File: config.mk
export PLATFORM = sky130hd
export DESIGN_NAME = uart_tx_scheduler
export DESIGN_NICKNAME = d
export VERILOG_FILES = /design/src/rtl/uart_pkg.sv /design/src/rtl/rr_arbiter.sv /design/src/rtl/uart_tx_scheduler.sv
export SDC_FILE = /design/constraint.sdc
export NUM_CORES = 1
export LEC_CHECK = 0
export CAP_MARGIN = 20
export CORE_MARGIN = 3
export CORE_UTILIZATION = 40
export DETAILED_ROUTE_END_ITERATION = 10
export PLACE_DENSITY = 0.67
export SYNTH_ARGS = -nofsm -noshare
export SYNTH_HDL_FRONTEND = slang
export SYNTH_SLANG_ARGS = --single-unit
File: constraint.sdc
create_clock -name clock -period 4.45 [get_ports clock]
set_input_delay 0.89 -clock clock [delete_from_list [all_inputs] [get_ports clock]]
set_output_delay 0.89 -clock clock [all_outputs]
set_load 0.1 [all_outputs]
File: src/rtl/uart_pkg.sv
// ---------------------------------------------------------------------------
// uart_pkg
// Shared types and constants for the UART transmit scheduler.
//   tx_state_e      : scheduler FSM encoding (IDLE -> START -> WAIT_DONE)
//   DEFAULT_DATA_W  : default byte width
//   GID_W           : width of a requester index (supports up to 8 requesters)
// ---------------------------------------------------------------------------
package uart_pkg;

  localparam int DEFAULT_DATA_W = 8;
  localparam int GID_W          = 3;

  typedef enum logic [1:0] {
    IDLE      = 2'd0,
    START     = 2'd1,
    WAIT_DONE = 2'd2
  } tx_state_e;

endpackage

File: src/rtl/rr_arbiter.sv
// ---------------------------------------------------------------------------
// rr_arbiter
// Purely combinational round-robin arbiter with a lock override.
//   i_req      : request vector, one bit per requester
//   i_ptr      : last served requester; search starts at i_ptr+1 (mod N)
//   i_lock_en  : when set, only i_lock_id may win
//   i_lock_id  : requester holding the lock
//   o_grant    : one-hot grant (all zero when nobody eligible requests)
//   o_idx      : index of the granted requester (0 when no grant)
//   o_any      : a grant was issued
// ---------------------------------------------------------------------------
module rr_arbiter
  import uart_pkg::*;
#(
  parameter int NUM_REQ = 4
) (
  input  logic [NUM_REQ-1:0] i_req,
  input  logic [GID_W-1:0]   i_ptr,
  input  logic               i_lock_en,
  input  logic [GID_W-1:0]   i_lock_id,
  output logic [NUM_REQ-1:0] o_grant,
  output logic [GID_W-1:0]   o_idx,
  output logic               o_any
);

  always_comb begin
    o_grant = '0;
    o_idx   = '0;
    o_any   = 1'b0;
    if (i_lock_en) begin
      // A locked packet blocks everyone else, even while its owner is idle.
      for (int i = 0; i < NUM_REQ; i++) begin
        if (i_lock_id == GID_W'(i) && i_req[i]) begin
          o_grant[i] = 1'b1;
          o_idx      = GID_W'(i);
          o_any      = 1'b1;
        end
      end
    end else begin
      // Offsets 1..NUM_REQ visit every requester once, the previous winner last.
      for (int k = 1; k <= NUM_REQ; k++) begin
        if (!o_any && i_req[(int'(i_ptr) + k) % NUM_REQ]) begin
          o_grant[(int'(i_ptr) + k) % NUM_REQ] = 1'b1;
          o_idx = GID_W'((int'(i_ptr) + k) % NUM_REQ);
          o_any = 1'b1;
        end
      end
    end
  end

endmodule

File: src/rtl/uart_tx_scheduler.sv
// ---------------------------------------------------------------------------
// uart_tx_scheduler
// Shares one UART transmitter between NUM_REQ byte producers. Round-robin
// arbitration between packets; the winner keeps the transmitter until it
// sends a byte flagged last. Each byte is launched with a one-cycle tx_start
// and the block then waits for tx_done, aborting through a watchdog.
//
// Handshake: a byte moves from requester i when req_valid[i] && req_ready[i]
// at a rising clock edge. req_ready is combinational, only ever asserted in
// IDLE, and at most one bit is high; producers hold valid/data/last stable
// until accepted.
//
// Ports:
//   clock, reset           : clock, synchronous active-low reset
//   req_valid/last/data    : per-requester byte offer (data packed DATA_W each)
//   req_ready              : per-requester accept
//   tx_data, tx_start      : byte and one-cycle start pulse to the transmitter
//   tx_done                : one-cycle completion pulse from the transmitter
//   grant_id, grant_valid  : current owner, byte in flight
//   locked                 : packet lock held
//   timeout_err            : one-cycle pulse on watchdog abort
//   dbg_state              : FSM state (tx_state_e encoding)
// ---------------------------------------------------------------------------
module uart_tx_scheduler
  import uart_pkg::*;
#(
  parameter int NUM_REQ = 4,
  parameter int DATA_W  = DEFAULT_DATA_W,
  parameter int TIMEOUT = 65535
) (
  input  logic                      clock,
  input  logic                      reset,
  input  logic [NUM_REQ-1:0]        req_valid,
  input  logic [NUM_REQ-1:0]        req_last,
  input  logic [NUM_REQ*DATA_W-1:0] req_data,
  output logic [NUM_REQ-1:0]        req_ready,
  output logic [DATA_W-1:0]         tx_data,
  output logic                      tx_start,
  input  logic                      tx_done,
  output logic [GID_W-1:0]          grant_id,
  output logic                      grant_valid,
  output logic                      locked,
  output logic                      timeout_err,
  output logic [1:0]                dbg_state
);

  // The START cycle already counts against the budget and the abort pulse is
  // registered, so expiry is taken when the WAIT_DONE count shows TIMEOUT-2.
  // That places timeout_err exactly TIMEOUT cycles after tx_start.
  localparam logic [15:0] LP_WD_EXPIRE = 16'(TIMEOUT - 2);
  localparam logic [15:0] LP_WD_MAX    = 16'(TIMEOUT);

  tx_state_e          r_state;
  logic [DATA_W-1:0]  r_tx_data;
  logic               r_tx_start;
  logic [GID_W-1:0]   r_grant_id;
  logic               r_locked;
  logic [GID_W-1:0]   r_lock_id;
  logic               r_timeout_err;
  logic [GID_W-1:0]   r_rr_ptr;
  logic [15:0]        r_wd;

  logic [NUM_REQ-1:0] w_grant;
  logic [GID_W-1:0]   w_idx;
  logic               w_any;
  logic [DATA_W-1:0]  w_data;
  logic               w_last;
  logic               w_fire;

  rr_arbiter #(
    .NUM_REQ (NUM_REQ)
  ) u_arb (
    .i_req     (req_valid),
    .i_ptr     (r_rr_ptr),
    .i_lock_en (r_locked),
    .i_lock_id (r_lock_id),
    .o_grant   (w_grant),
    .o_idx     (w_idx),
    .o_any     (w_any)
  );

  always_comb begin
    w_data = '0;
    w_last = 1'b0;
    for (int i = 0; i < NUM_REQ; i++) begin
      if (w_grant[i]) begin
        w_data = req_data[i*DATA_W +: DATA_W];
        w_last = req_last[i];
      end
    end
  end

  assign req_ready = (r_state == IDLE) ? w_grant : '0;
  assign w_fire    = (r_state == IDLE) && w_any;

  always_ff @(posedge clock) begin
    if (!reset) begin
      r_state       <= IDLE;
      r_tx_data     <= '0;
      r_tx_start    <= 1'b0;
      r_grant_id    <= '0;
      r_locked      <= 1'b0;
      r_lock_id     <= '0;
      r_timeout_err <= 1'b0;
      r_rr_ptr      <= GID_W'(NUM_REQ - 1);
      r_wd          <= '0;
    end else begin
      r_timeout_err <= 1'b0;
      case (r_state)
        IDLE: begin
          if (w_fire) begin
            r_tx_data  <= w_data;
            r_grant_id <= w_idx;
            r_tx_start <= 1'b1;
            r_state    <= START;
            if (w_last) begin
              r_locked <= 1'b0;
              r_rr_ptr <= w_idx;
            end else begin
              r_locked  <= 1'b1;
              r_lock_id <= w_idx;
            end
          end
        end
        START: begin
          r_tx_start <= 1'b0;
          r_wd       <= '0;
          r_state    <= WAIT_DONE;
        end
        WAIT_DONE: begin
          // Done has priority over a coincident expiry.
          if (tx_done) begin
            r_state <= IDLE;
          end else if (r_wd == LP_WD_EXPIRE) begin
            r_timeout_err <= 1'b1;
            r_locked      <= 1'b0;
            r_rr_ptr      <= r_grant_id;
            r_wd          <= r_wd + 16'd1;
            r_state       <= IDLE;
          end else if (r_wd != LP_WD_MAX) begin
            r_wd <= r_wd + 16'd1;
          end
        end
        default: begin
          r_tx_start <= 1'b0;
          r_state    <= IDLE;
        end
      endcase
    end
  end

  assign tx_data     = r_tx_data;
  assign tx_start    = r_tx_start;
  assign grant_id    = r_grant_id;
  assign grant_valid = (r_state != IDLE);
  assign locked      = r_locked;
  assign timeout_err = r_timeout_err;
  assign dbg_state   = r_state;

endmodule

==> results of run 1 <==
==> tightest hold or removal path, cell delays in order (launching register included) <==
cell and delay, ns:
dfxtp_1 0.32, nand2b_1 0.07, a21oi_1 0.06
==> placed cells by master (no fill, tap or decap), drive strengths merged, types with 10 or more instances in the layout <==
master | Yosys | final
inv | 14 | 14
o21a | 11 | 11
buf | 9 | 13
a21oi | 18 | 18
nor2 | 42 | 42
o21ai | 15 | 15
dfxtp | 35 | 35
ha | 10 | 10
nand2 | 45 | 45
clkdlybuf4s50 | 0 | 58
==> layer usage <==
layer / GRT usage (%) / routed length [um] / share of wire [%] / up-vias
met1: 24.1 / 3150 / 47 / 1148
li1: - / - / - / 1285
met5: 0 / 0 / 0 / -
met3: 3.17 / 290 / 4.3 / 9
met4: 6.04 / 93 / 1.4 / 0
met2: 29.6 / 3130 / 47 / 60
==> cells by family after synthesis <==
logic type / synth area share (%)
AO/OA/AOI/OAI: 24.6
XOR/XNOR: 3.80
adder cells (fa/ha/maj): 4.93
buffers and inverters: 5.77
flip-flops: 27.6
multiplexers: 7.35
other: 0.148
AND/OR/NAND/NOR: 25.8
==> worst max path at each step <==
stage,start,to,slack [ns],cells past startpoint
after global routing,req_valid[3],req_ready[0],0.15,7
after global placement,req_valid[3],r_rr_ptr[1]$_SDFFE_PN1P_,0.43,9
final,req_valid[3],req_ready[1],0.30,7
after floorplan,r_rr_ptr[1]$_SDFFE_PN1P_,req_ready[0],0.23,8
after detailed placement,req_valid[3],tx_data[7]$_SDFFE_PN0P_,0.32,10
after CTS,req_valid[3],req_ready[1],0.35,7
==> where the power goes <==
| part | switching [uW] | internal, uW |
|---|---|---|
| Combinational | 998 | 536 |
| Clock | 120 | 109 |
| Sequential | 46.1 | 366 |
| Total | 1160 | 1010 |
==> cell type report <==
type	instances	area (um2)	share of cell area, %
multi-input cells	260	1700	50.4
clock inverters	3	20.0	0.595
repair buffers	71	728	21.6
inverters	15	56.3	1.67
flip-flops and latches	35	701	20.8
clock buffers	5	68.8	2.05
well taps	75	93.8	2.79
==> cell usage after synthesis, types with 8 or more instances <==
| cell type | instances | area [um2] |
|---|---|---|
| clkbuf_1 | 10 | 37.5 |
| a21oi_1 | 18 | 90.1 |
| nor2_1 | 42 | 158 |
| xor2_1 | 8 | 70.1 |
| a22oi_1 | 8 | 60.1 |
| inv_1 | 14 | 52.6 |
| o21ai_0 | 14 | 70.1 |
| o21a_1 | 11 | 82.6 |
| a211oi_1 | 8 | 60.1 |
| ha_1 | 10 | 125 |
| dfxtp_1 | 35 | 701 |
| nand2_1 | 45 | 169 |
==> state kept, by name, summed over array words and instances (netlist names) <==
register,cells
dbg_state,2
grant_id,2
locked,1
r_lock_id,2
r_rr_ptr,2
r_wd,16
timeout_err,1
tx_data,8
tx_start,1
==> per-stage QoR <==
step / std cells / hold WS (ns) / util [%] / cell area [um2] / setup slack (ns)
6_report: 464 / 0.483 / 55.8 / 3360 / 0.301
4_1_cts: 464 / 0.488 / 55.8 / 3360 / 0.350
3_3_place_gp: 456 / 0.468 / 54.4 / 3280 / 0.434
3_5_place_dp: 456 / 0.476 / 54.4 / 3280 / 0.322
5_1_grt: 464 / 0.501 / 55.8 / 3360 / 0.150
2_1_floorplan: 329 / 0.454 / - / 2540 / 0.227
==> impl_results.md, run 1 <==
- FF-to-FF path depth: 11
- CP max FO: 16
- Residual DRC: 0
- CP Class: in -> out
- Worst Hold Launch: tx_start$_SDFFE_PN0P_
- Diodes inserted: 0
- Yosys warns: 0
- #FFs+latches synth: 35
- Post-CTS resize count: 0
- Reg2Reg Setup Slack: 0.93 ns
- Peak VDD IR: 651 uV
- TritonCTS clock tree: yes
- Crit-path cells: clkdlybuf4s50_1 > and3b_1 > o211ai_1 > a21oi_1 > o41a_1 > nor2b_2 > buf_12
- Final ANT Viol Nets: 0
- CTS Buf Count: 5
- H-tree levels: 2
- Nets: roughly 440
- Netlist area before placement: 2540 um2
- Core Footprint: 6030 um2
- Ratio of final minimum period to clock period: 93.2%
- First-pass GRT wire length: 10900 um
- Die extent in y: 85.6 um
- Drt via density: 5.39
- Hold Path Depth: 2
- Die ar.: 7330 um2
- Power Dens Cells: roughly 650 nW/um2
- Design Power: 2180 uW
- Hold_buf cts: 0
- Ratio of cells with drive above 1 in the final layout: 10.3%
- Number of synthesized flops with an enable pin: 0
- Critical path's top delay family: compound AO/OA/AOI/OAI gates
- Layout area overhead: 32.7%
- Critical Path End Type: primary output
- Hold/Removal Path Class: reg -> reg
- Vias in the first global route: 2339
- Slew Limit Fails: 0
- Wire per inst: approximately 14 um
- Worst-Skew Late Latency: 0.29 ns
- First-pass DRT Iterations: 5
- Ys async rst share: 0%
- Fin crit period: between 4 and 5 ns
- Leak: 0.00127 uW
- CP required: around 3.6 ns
- Measured slew at the worst slew-check pin: 0.995 ns
- TNS Setup: 0 ns
- Antenna violations before repair: 0
- CTS clock-pin slew for the worst setup and hold paths: 0.07 ns
- GRT Residual Overflow: 0
- Hold Crit Endpoint: tx_start$_SDFFE_PN0P_
- Post CTS Setup Buffer Count: 0
- # port buffers: 62
- Max stage delay on crit path: 0.76 ns
- Initial Util: 42.1%
- DP HPWL: about 5100 um
- Count of final setup violators: 0
- Max clock buf depth: 2
- R2R Path End: tx_data[7]$_SDFFE_PN0P_
- GR Util All Layers: a little under a fifth
- Status: finished clean
- Synth cell types: 57
- CP Launch Type: input pin
- CTS Sinks: 35
- Global placement routability congestion: 0.860
- FF-to-FF Start: r_rr_ptr[0]$_SDFFE_PN1P_
- Final setup skew: ~0.008 ns
- RSZ-0062 raised after global routing: no
- FILL cells: 594
- 1st-iter DRT viols: roughly 140
- Slowest CP cell: clkdlybuf4s50_1
- Worst Path Arrival: 3.26 ns
- Rows: 28
- Worst slew margin: 33.4%
- Final Hold Viols: 0
- IO Count: 64
- Gate Count Post-Synth: 329
- Max Cap Viol: 0
- Largest net degree at the start of global routing: 21
- Total Routed Length: 6670 um
- Primary FF master, synth: dfxtp_1
- Avg Inst Size Synth: 7.71 um2
- Die Wd: between 80 and 90 um
- CTS Root Cell: clkbuf_8
- Register area share after synthesis: 27.6%
- FMAX: between 0.2 and 0.25 GHz
- Bufs and invs on worst path: 2
- Synth Net Count: 382
- Via count: 2502
(Power assumes the default switching activity.)
==> inputs of run 2 (changes only) <==
--- a/config.mk
+++ b/config.mk
@@ -5,6 +5,7 @@
 export SDC_FILE = /design/constraint.sdc
 export NUM_CORES = 1
 export LEC_CHECK = 0
+export ABC_CLOCK_PERIOD_IN_PS = 4450
 export CAP_MARGIN = 20
 export CORE_MARGIN = 3
 export CORE_UTILIZATION = 40
==> results of run 2 <==
Final layout, timing and power as in run 1 (identical DEF).
